`config.mk`:
```
export PLATFORM = sky130hd
export DESIGN_NAME = controller_shift_responder_flat
export DESIGN_NICKNAME = d
export VERILOG_FILES = /design/src/rtl/controller_shift_responder_pkg.sv /design/src/rtl/controller_shift_responder_if.sv /design/src/rtl/controller_shift_responder_strobe_sync_filter.sv /design/src/rtl/controller_shift_responder.sv /design/src/flat_wrapper.sv
export SDC_FILE = /design/constraint.sdc
export NUM_CORES = 1
export LEC_CHECK = 0
export BUFFER_PORTS_ARGS = -buffer_cell sky130_fd_sc_hd__buf_2
export CELL_PAD_IN_SITES_DETAIL_PLACEMENT = 1
export CELL_PAD_IN_SITES_GLOBAL_PLACEMENT = 1
export CORE_MARGIN = 1.5
export CORE_UTILIZATION = 35
export CTS_CLUSTER_DIAMETER = 100
export DETAILED_ROUTE_END_ITERATION = 12
export GPL_ROUTABILITY_DRIVEN = 0
export PLACE_DENSITY = 0.67
export SLEW_MARGIN = 5
export SYNTH_ARGS = -nofsm -noshare
export SYNTH_HDL_FRONTEND = slang
export SYNTH_SLANG_ARGS = --single-unit
```
`constraint.sdc`:
```
create_clock -name I_CLK_33MHZ -period 1.7 [get_ports I_CLK_33MHZ]
set_input_delay 0.255 -clock I_CLK_33MHZ [delete_from_list [all_inputs] [get_ports I_CLK_33MHZ]]
set_output_delay 0.255 -clock I_CLK_33MHZ [all_outputs]
set_load 0.1 [all_outputs]
```
`src/rtl/controller_shift_responder_pkg.sv`:
```
// -----------------------------------------------------------------------------
// controller_pkg
//
// Shared definitions for the game-pad responder:
//   - ctrl_state_e   : responder FSM states (IDLE, LOAD, SHIFT, DONE)
//   - BTN_*          : bit positions of each button in the 8-bit snapshot
//   - CTRL_NUM_BITS  : bits per frame on the serial line
//   - CTRL_CNT_W     : width of the saturating bit counter (holds 0..8)
//   - shift_released : one shift step of the snapshot register
// -----------------------------------------------------------------------------
package controller_pkg;

    typedef enum logic [1:0] {
        ST_IDLE  = 2'd0,
        ST_LOAD  = 2'd1,
        ST_SHIFT = 2'd2,
        ST_DONE  = 2'd3
    } ctrl_state_e;

    localparam int BTN_A      = 0;
    localparam int BTN_B      = 1;
    localparam int BTN_SELECT = 2;
    localparam int BTN_START  = 3;
    localparam int BTN_UP     = 4;
    localparam int BTN_DOWN   = 5;
    localparam int BTN_LEFT   = 6;
    localparam int BTN_RIGHT  = 7;

    localparam int CTRL_NUM_BITS = 8;
    localparam int CTRL_CNT_W    = 4;

    // Bits already sent are replaced by zeros, which read as "released" on the
    // active-low data line once the frame runs past its eighth bit.
    function automatic logic [CTRL_NUM_BITS-1:0] shift_released(
        input logic [CTRL_NUM_BITS-1:0] v
    );
        return v >> 1;
    endfunction

endpackage

```
`src/rtl/controller_shift_responder_if.sv`:
```
// -----------------------------------------------------------------------------
// controller_shift_responder_if
//
// Pad-port bundle between a controller reader (master) and the responder
// (slave).
//   I_LATCH        : latch strobe from the reader (asynchronous)
//   I_PULSE        : shift clock from the reader (asynchronous)
//   I_BUTTONS[7:0] : button state, active-high pressed
//   O_DATA         : serial data, active-low (0 = pressed)
//   O_BIT_COUNT    : bits shifted in the current frame, saturates at 8
//   O_FRAME_DONE   : one-cycle pulse on the 8th shifted bit
//   O_PROTOCOL_ERR : one-cycle pulse on an aborted frame or early pulse
// -----------------------------------------------------------------------------
interface controller_shift_responder_if;
    import controller_pkg::*;

    logic                     I_LATCH;
    logic                     I_PULSE;
    logic [CTRL_NUM_BITS-1:0] I_BUTTONS;
    logic                     O_DATA;
    logic [CTRL_CNT_W-1:0]    O_BIT_COUNT;
    logic                     O_FRAME_DONE;
    logic                     O_PROTOCOL_ERR;

    modport master (
        output I_LATCH,
        output I_PULSE,
        output I_BUTTONS,
        input  O_DATA,
        input  O_BIT_COUNT,
        input  O_FRAME_DONE,
        input  O_PROTOCOL_ERR
    );

    modport slave (
        input  I_LATCH,
        input  I_PULSE,
        input  I_BUTTONS,
        output O_DATA,
        output O_BIT_COUNT,
        output O_FRAME_DONE,
        output O_PROTOCOL_ERR
    );

endinterface

```
`src/rtl/controller_shift_responder_strobe_sync_filter.sv`:
```
// -----------------------------------------------------------------------------
// strobe_sync_filter
//
// Brings one asynchronous strobe into the clock domain, debounces it and
// reports edges of the debounced level.
//   clk  : system clock
//   rst  : asynchronous active-high reset
//   raw  : asynchronous strobe input
//   rise : high for one cycle after the filtered level goes 0 -> 1
//   fall : high for one cycle after the filtered level goes 1 -> 0
//
// Latency from a stable raw edge to rise/fall is SYNC_STAGES + FILTER_CYCLES
// clocks.
// -----------------------------------------------------------------------------
module strobe_sync_filter #(
    parameter int SYNC_STAGES   = 2,
    parameter int FILTER_CYCLES = 4
) (
    input  logic clk,
    input  logic rst,
    input  logic raw,
    output logic rise,
    output logic fall
);

    localparam int CNT_W = (FILTER_CYCLES > 1) ? $clog2(FILTER_CYCLES) : 1;
    localparam logic [CNT_W-1:0] CNT_LAST = CNT_W'(FILTER_CYCLES - 1);

    logic [SYNC_STAGES-1:0] sync_p0;
    logic                   synced;
    logic                   filt_p1;
    logic                   filt_p2;
    logic [CNT_W-1:0]       cnt;

    // Synchronizer chain; the last stage is the first usable copy of the strobe.
    always_ff @(posedge clk or posedge rst) begin
        if (rst) begin
            sync_p0 <= '0;
        end else begin
            sync_p0 <= {sync_p0[SYNC_STAGES-2:0], raw};
        end
    end

    assign synced = sync_p0[SYNC_STAGES-1];

    // Level filter: the counter tracks how long the synchronized value has
    // disagreed with the accepted level; any agreement restarts the count.
    always_ff @(posedge clk or posedge rst) begin
        if (rst) begin
            filt_p1 <= 1'b0;
            cnt     <= '0;
        end else if (synced == filt_p1) begin
            cnt <= '0;
        end else if (cnt == CNT_LAST) begin
            filt_p1 <= synced;
            cnt     <= '0;
        end else begin
            cnt <= cnt + CNT_W'(1);
        end
    end

    // Edge detect on the filtered level only.
    always_ff @(posedge clk or posedge rst) begin
        if (rst) begin
            filt_p2 <= 1'b0;
        end else begin
            filt_p2 <= filt_p1;
        end
    end

    assign rise = filt_p1 & ~filt_p2;
    assign fall = ~filt_p1 & filt_p2;

endmodule

```
`src/rtl/controller_shift_responder.sv`:
```
// -----------------------------------------------------------------------------
// controller_shift_responder
//
// Game-pad side of the serial controller protocol. A latch strobe snapshots
// the buttons, each pulse strobe then shifts the next button onto the
// active-low data line.
//   I_CLK_33MHZ : system clock
//   I_RESET     : asynchronous active-high reset
//   bus         : pad port (strobes and buttons in; data, count, flags out)
//
// All outputs are registered; a strobe edge reaches them
// SYNC_STAGES + FILTER_CYCLES + 1 clocks after the raw edge.
// -----------------------------------------------------------------------------
module controller_shift_responder
    import controller_pkg::*;
#(
    parameter int SYNC_STAGES   = 2,
    parameter int FILTER_CYCLES = 4
) (
    input  logic                         I_CLK_33MHZ,
    input  logic                         I_RESET,
    controller_shift_responder_if.slave  bus
);

    localparam logic [1:0] S_IDLE  = ST_IDLE;
    localparam logic [1:0] S_LOAD  = ST_LOAD;
    localparam logic [1:0] S_SHIFT = ST_SHIFT;
    localparam logic [1:0] S_DONE  = ST_DONE;

    localparam logic [CTRL_CNT_W-1:0] CNT_LAST = CTRL_CNT_W'(CTRL_NUM_BITS - 1);
    localparam logic [CTRL_CNT_W-1:0] CNT_FULL = CTRL_CNT_W'(CTRL_NUM_BITS);

    logic                     latch_rise;
    logic                     latch_fall;
    logic                     pulse_rise;
    logic                     pulse_fall;
    logic                     unused_pulse_fall;

    logic [1:0]               state;
    logic [CTRL_NUM_BITS-1:0] shreg;
    logic [CTRL_CNT_W-1:0]    bit_count;
    logic                     data;
    logic                     frame_done;
    logic                     protocol_err;

    strobe_sync_filter #(
        .SYNC_STAGES   (SYNC_STAGES),
        .FILTER_CYCLES (FILTER_CYCLES)
    ) u_latch_filter (
        .clk  (I_CLK_33MHZ),
        .rst  (I_RESET),
        .raw  (bus.I_LATCH),
        .rise (latch_rise),
        .fall (latch_fall)
    );

    strobe_sync_filter #(
        .SYNC_STAGES   (SYNC_STAGES),
        .FILTER_CYCLES (FILTER_CYCLES)
    ) u_pulse_filter (
        .clk  (I_CLK_33MHZ),
        .rst  (I_RESET),
        .raw  (bus.I_PULSE),
        .rise (pulse_rise),
        .fall (pulse_fall)
    );

    // Only the leading edge of a pulse advances the frame.
    assign unused_pulse_fall = pulse_fall;

    always_ff @(posedge I_CLK_33MHZ or posedge I_RESET) begin
        if (I_RESET) begin
            state        <= S_IDLE;
            shreg        <= '0;
            bit_count    <= '0;
            data         <= 1'b1;
            frame_done   <= 1'b0;
            protocol_err <= 1'b0;
        end else begin
            frame_done   <= 1'b0;
            protocol_err <= 1'b0;

            if (latch_rise) begin
                // A latch always restarts the frame; a pulse edge in the same
                // cycle is dropped silently. Re-latching part way through a
                // frame is reported as an abort.
                protocol_err <= (state == S_SHIFT) && (bit_count < CNT_FULL);
                state        <= S_LOAD;
                shreg        <= bus.I_BUTTONS;
                data         <= ~bus.I_BUTTONS[BTN_A];
                bit_count    <= '0;
            end else begin
                case (state)
                    S_IDLE: begin
                        data <= 1'b1;
                    end
                    S_LOAD: begin
                        // Snapshot tracks the buttons until the latch drops.
                        shreg     <= bus.I_BUTTONS;
                        data      <= ~bus.I_BUTTONS[BTN_A];
                        bit_count <= '0;
                        if (pulse_rise) begin
                            protocol_err <= 1'b1;
                        end
                        if (latch_fall) begin
                            state <= S_SHIFT;
                        end
                    end
                    S_SHIFT: begin
                        if (pulse_rise) begin
                            shreg     <= shift_released(shreg);
                            bit_count <= bit_count + CTRL_CNT_W'(1);
                            if (bit_count == CNT_LAST) begin
                                state      <= S_DONE;
                                frame_done <= 1'b1;
                                data       <= 1'b1;
                            end else begin
                                // Bit 1 of the current snapshot is bit 0
                                // after this shift.
                                data <= ~shreg[BTN_B];
                            end
                        end
                    end
                    S_DONE: begin
                        data <= 1'b1;
                    end
                    default: begin
                        state <= S_IDLE;
                    end
                endcase
            end
        end
    end

    assign bus.O_DATA         = data;
    assign bus.O_BIT_COUNT    = bit_count;
    assign bus.O_FRAME_DONE   = frame_done;
    assign bus.O_PROTOCOL_ERR = protocol_err;

endmodule

```
`src/flat_wrapper.sv`:
```
// flat-port wrapper written by rule: the top's interface ports become plain ports
module controller_shift_responder_flat import controller_pkg::*;
#(
    parameter int SYNC_STAGES   = 2,
    parameter int FILTER_CYCLES = 4
)
  (I_CLK_33MHZ, I_RESET, bus_I_LATCH, bus_I_PULSE, bus_I_BUTTONS, bus_O_DATA, bus_O_BIT_COUNT, bus_O_FRAME_DONE, bus_O_PROTOCOL_ERR);
  controller_shift_responder_if bus_i ();
  input  logic I_CLK_33MHZ;
  input  logic I_RESET;
  input wire logic [$bits(bus_i.I_LATCH)-1:0] bus_I_LATCH;
  input wire logic [$bits(bus_i.I_PULSE)-1:0] bus_I_PULSE;
  input wire logic [$bits(bus_i.I_BUTTONS)-1:0] bus_I_BUTTONS;
  output wire logic [$bits(bus_i.O_DATA)-1:0] bus_O_DATA;
  output wire logic [$bits(bus_i.O_BIT_COUNT)-1:0] bus_O_BIT_COUNT;
  output wire logic [$bits(bus_i.O_FRAME_DONE)-1:0] bus_O_FRAME_DONE;
  output wire logic [$bits(bus_i.O_PROTOCOL_ERR)-1:0] bus_O_PROTOCOL_ERR;
  assign bus_i.I_LATCH = bus_I_LATCH;
  assign bus_i.I_PULSE = bus_I_PULSE;
  assign bus_i.I_BUTTONS = bus_I_BUTTONS;
  assign bus_O_DATA = bus_i.O_DATA;
  assign bus_O_BIT_COUNT = bus_i.O_BIT_COUNT;
  assign bus_O_FRAME_DONE = bus_i.O_FRAME_DONE;
  assign bus_O_PROTOCOL_ERR = bus_i.O_PROTOCOL_ERR;
  controller_shift_responder #(.SYNC_STAGES(SYNC_STAGES), .FILTER_CYCLES(FILTER_CYCLES)) u_core (.I_CLK_33MHZ(I_CLK_33MHZ), .I_RESET(I_RESET), .bus(bus_i));
endmodule
```
; After elaboration in Yosys (flattened, before gate mapping)
; Cells that the tools add are included.
[totals]
latchBits = 0
ramBits = 0
mem_bits_ro = 0
memories = 0
reg_bits = 29
in_bits = 12
out_inout_bits = 7
[classes]
eq_ne = 11
order_cmp = 1
n_shift = 0
div_mod_pow = 0
multipliers = 0
add_sub_neg = 3
n_mux = 26
bitwise_logic = 10
n_reduce_logical = 8
[op_table]
columns = cell, n
row1 = 2-bit two-way mux, 8
row2 = 8-bit two-way mux, 2
row3 = 8-bit case mux with 2 select lines, 1
row4 = 1-bit two-way mux, 10
row5 = "2-bit == test, second input constant", 4
row6 = 4-bit two-way mux, 2
row7 = 4-bit case mux with 2 select lines, 1
row8 = 1-bit NOT, 7
row9 = "3-bit by 1-bit != test with 1-bit output, second input constant", 2
row10 = 2-bit AND reduction, 3
row11 = "2-bit by 1-bit adder with 2-bit output, second input constant", 2
row12 = "4-bit by 1-bit adder with 4-bit output, second input constant", 1
row13 = "4-bit by 3-bit == test with 1-bit output, second input constant", 1
row14 = "4-bit less-than comparator, second input constant", 1
row15 = 2-bit case mux with 2 select lines, 1
row16 = 4-bit AND reduction, 1
row17 = 1-bit AND, 3
row18 = "3-bit by 2-bit != test with 1-bit output, second input constant", 1
row19 = 1-bit case mux with 3 select lines, 1
row20 = 3-bit nonzero test, 1
row21 = 1-bit == test, 2
row22 = "2-bit by 1-bit == test with 1-bit output, second input constant", 1
row23 = 2-bit logical NOT, 1
row24 = 2-bit OR reduction, 1
row25 = 1-bit logical AND, 1

; Depth between registers and ports, before layout
[logic_depth]
depth_word = 5
depth_mapped = 8
mapped_depth_nobuf = 6

; Cells and area by module
; Synthesis repeated with hierarchy kept, for this count alone.
[unflattened]
cells_unflattened = 110
hier_area_um2 = 1352.5
[modules_own_cells]
columns = module, cells_each, area_per_inst_um2, n_inst
row1 = controller_shift_responder, 82, 919.6, 1
row2 = strobe_sync_filter, 14, 216.5, 2

; Worst setup path after synthesis
; No wires, ideal clock.
[synth_path]
kind = reg2reg
from = reg u_core.bit_count[0], in the netlist u_core.bus.O_BIT_COUNT[0]
to = reg u_core.state[0]
path_buffers = 0
required_time_ns = 1.572
arrival_time_ns = 1.818
path_slack_ns = -0.246
period_less_slack_ns = 1.946
path_stages_with_launch = 6
path_cell_list = dfrtp_1 -> ha_1 -> nand3b_1 -> a32oi_1 -> o21ai_1 -> mux2i_1
[synth_via]
elab_chain_len = 3
[synth_rtl]
columns = item, line_no
row1 = start: declaration, controller_shift_responder.sv:41  ; logic [CTRL_CNT_W-1:0] bit_count;
row2 = start signal: assignment, controller_shift_responder.sv:112  ; bit_count <= bit_count + CTRL_CNT_W'(1);
row3 = 4-bit by 3-bit == test with 1-bit output, controller_shift_responder.sv:113  ; if (bit_count == CNT_LAST) begin
row4 = 3-bit by 2-bit != test with 1-bit output (no line), --
row5 = 4-bit AND reduction (no line), --
row6 = end signal: assignment, controller_shift_responder.sv:106  ; state <= S_SHIFT;
row7 = end signal: assignment, controller_shift_responder.sv:114  ; state <= S_DONE;
row8 = end signal: assignment, controller_shift_responder.sv:128  ; state <= S_IDLE;
row9 = end: declaration, controller_shift_responder.sv:39  ; logic [1:0] state;
; No other way between the ends.
; A chain may end at the register's enable or synchronous reset.

; Worst setup path after layout
[layout_path]
from = reg u_core.state[0]
to = reg u_core.bit_count[3], in the netlist u_core.bus.O_BIT_COUNT[3]
[layout_via]
elab_chain_len = 3
elab_cells_between_ends = 7
classes_between = 3 x eq/ne / 2 x mux / 2 x reduce/logical
[layout_rtl]
columns = item, line_no
row1 = start signal: assignment, controller_shift_responder.sv:73  ; state <= S_IDLE;
row2 = start signal: assignment, controller_shift_responder.sv:88  ; state <= S_LOAD;
row3 = start signal: assignment, controller_shift_responder.sv:106
row4 = 2-bit == test / 2-bit by 1-bit == test with 1-bit output (equally long branches), controller_shift_responder.sv:93  ; case (state)
row5 = "4-bit case mux with 2 select lines, or another cell as far along", controller_shift_responder.sv:93
row6 = 4-bit two-way mux / 2-bit AND reduction (equally long branches), --
; Parallel ways exist; a longest one is shown, timed or not.

==> run metrics <==
Post-Place Worst Slack ~0.017 ns; outcome completed; slowest cell delay on critical path roughly 0.42 ns; layout cells sized above 1 31.9%; Layout Nets between 150 and 200; Total Wirelength between 2000 and 2500 microns; clk_skew between 0.005 and 0.006 ns; Seq pwr share approximately a third; Seq/Total Area, Yosys between 50% and 60%; placed cell area 0.00142 sq mm; DRT Pass-1 Iters 3; most common cell after layout, fill and taps aside dfrtp_1; Crit-path slowest cell dfrtp_1; Max Cap Viol 0; clk_lat worst skew roughly 0.33 ns; cell row count 21; final hold violations 0; total gr overflow 0; Min-Delay Path Class in -> reg; final non-filler cell area roughly 0.0015 sq mm; Yosys cell types 32; Req. time, crit path 1.96 ns; Tmin final around 1.6 ns; Most used DFF post-synth dfrtp_1; Slew HR 67.9%; DRT iter0 DRCs 13; Post-DRT Antenna Nets 0; clock root buffer clkbuf_4; fin cells 181; RSZ-0062 raised after global routing false; Vias/cell 4.83; Crit path max-delay family simple AND/OR/NAND/NOR gates; Mean Syn Cell Area between 10 and 15 sq um; synth warn 0; Initial Util 37.0%; first-pass GRT wire length 4200 microns; Buf/Inv on CP 1; final cycle utilization of the critical path ~92%; R2R setup slack 0.13 ns; GRT Util Overall 13.6%; Pint 1840 uW; Die Area 0.00392 sq mm; Worst-Margin Slew approximately 0.48 ns; total number of vias roughly 880; Synth top area share 54.3%; startpoint types register; dpl cells 172; CTS Buf Count 3; Worst VDD drop 0.00101 V; Longest Clk Path Bufs 2; sw frac between 40 and 50%; cell area after synthesis around 0.0012 sq mm; clock power share between 10% and 20%; Power, Total 3230 uW; # diodes 0; number of port buffers 18; setup violators final 0; syn nets 124; routed len/inst 13.2 microns; CTS tree yes; Die Y ~63 microns; vias in the first global route just over 900; Leak roughly 0.00073 uW; Reg clk slew, reported paths 0.15 ns; core area about 0.0034 sq mm; # DRC 0; Die W about 63 microns; most frequent cells in the layout dfrtp_1, buf_2, o21ai_0, nand2_1; crit path max fanout 3; post-synthesis register bit count 28; largest net degree at the start of global routing 29; Synth area leaders dfrtp_1, ha_1, mux2i_1, o21ai_0, mux2_2; initial antenna violation count 0; CP Capture Type register; I/O pin cnt 19; WS Path Type reg -> reg; H-tree levels 1; final setup margin 0.135 ns; TNS Setup 0 ns; Max Slew Vio Count 0; Synth Instances roughly 110; area leader, netlist dfrtp_1; dpl hpwl ~1800 microns; crit path DAT 1.83 ns; crit-path cells inv_2 -> ha_4 -> nor3b_4 -> nor3_2 -> or3_1 -> a21oi_1; Synth-to-Final Area Change 22.9%; max frequency ~0.64 GHz; combinational share of power 52.2%; pwr dens ~2100 mW/mm^2; # clock sinks 28; NetSw approximately 1400 uW; async set-reset flop share out of synthesis 100%; number of synthesized flops with an enable pin 0
[per-stage QoR]
stage | util [%] | hold slack, ns
6_report | 45.5 | 0.161
5_1_grt | 45.5 | 0.144
4_1_cts | 45.1 | 0.137
3_5_place_dp | 42.2 | 0.339
3_3_place_gp | 42.2 | 0.332
2_1_floorplan | - | 0.286
[power by group through the flow]
stage               clock network (uW)  logic (uW)  registers [uW]
finish                             432        1690            1110
CTS                                460        1660            1110
global route                       486        1870            1150
global placement                     0        1560            1110
detailed placement                   0        1610            1130
floorplan                            0         924            1390
[cells by family (layout without fill, tap and decap cells)]
| logic type | after synthesis | after routing | synth area share, % |
|---|---|---|---|
| AO/OA/AOI/OAI | 21 | 21 | 9.76 |
| AND/OR/NAND/NOR | 31 | 31 | 14.5 |
| flip-flops | 28 | 28 | 56.4 |
| adder cells (fa/ha/maj) | 6 | 6 | 6.04 |
| XOR/XNOR | 4 | 4 | 2.82 |
| multiplexers | 10 | 10 | 8.35 |
| buffers and inverters | 6 | 35 | 2.11 |
[synthesized netlist by cell type, types with 3 or more instances]
cell	count
buf_2	3
dfrtp_1	27
ha_1	6
inv_1	3
mux2_2	3
mux2i_1	7
nand2_1	8
nand2b_1	3
nand3_1	3
nor2_1	4
o21ai_0	13
[final cells by class]
cell class	instances	area, sq um
Clock buffer	3	22.5
Clock inverter	1	30.0
Fill cell	372	1830
Inverter	3	11.3
Multi-Input combinational cell	72	528
Sequential cell	28	707
Tap cell	46	57.6
Timing Repair Buffer	28	173
[worst register-to-register path: stages (launching register included)]
cell and delay [ns]:
dfrtp_1 0.42, inv_2 0.09, ha_4 0.22, nor3b_4 0.20
nor3_2 0.07, or3_1 0.34, a21oi_1 0.16
[registers in the layout (all words and copies together) (netlist names)]
register                       cells
u_core.shreg                       7
u_core.bus.O_BIT_COUNT             4
u_core.state                       2
u_core.u_latch_filter.cnt          2
u_core.u_latch_filter.sync_p0      2
u_core.u_pulse_filter.cnt          2
u_core.u_pulse_filter.sync_p0      2
u_core.bus.O_DATA                  1
u_core.bus.O_FRAME_DONE            1
u_core.bus.O_PROTOCOL_ERR          1
u_core.u_latch_filter.filt_p1      1
u_core.u_latch_filter.filt_p2      1
u_core.u_pulse_filter.filt_p1      1
u_core.u_pulse_filter.filt_p2      1
[path summary, 6_finish.rpt]
check	start	end	depth (start not counted)
min in group asynchronous	I_RESET	u_core.state[1]	4
worst min register to register	u_core.u_pulse_filter.sync_p0[0]	u_core.u_pulse_filter.sync_p0[1]	0
worst max register to register	u_core.state[0]	u_core.bus.O_BIT_COUNT[3]	6
max in group asynchronous	I_RESET	u_core.bus.O_DATA	4
worst max-delay path	u_core.state[0]	u_core.bus.O_BIT_COUNT[3]	6
worst min-delay path	bus_I_BUTTONS[7]	u_core.shreg[7]	2
[routing by layer]
layer / part of all wire (%) / global-route usage [%]
met4: 0.42 / 2.50
met5: 0 / 0
met2: 51 / 23.3
met1: 46 / 17.3
met3: 3.2 / 3.78
[timing repair]
action / CTS / global route
hold buffers: 3 / 0
buffers inserted: 2 / 0
pin swaps: 1 / 1
endpoints found under the hold margin: 29 / 0
endpoints found under the setup margin: 1 / 5
gates resized for setup: 0 / 2
(Power assumes the default switching activity.)
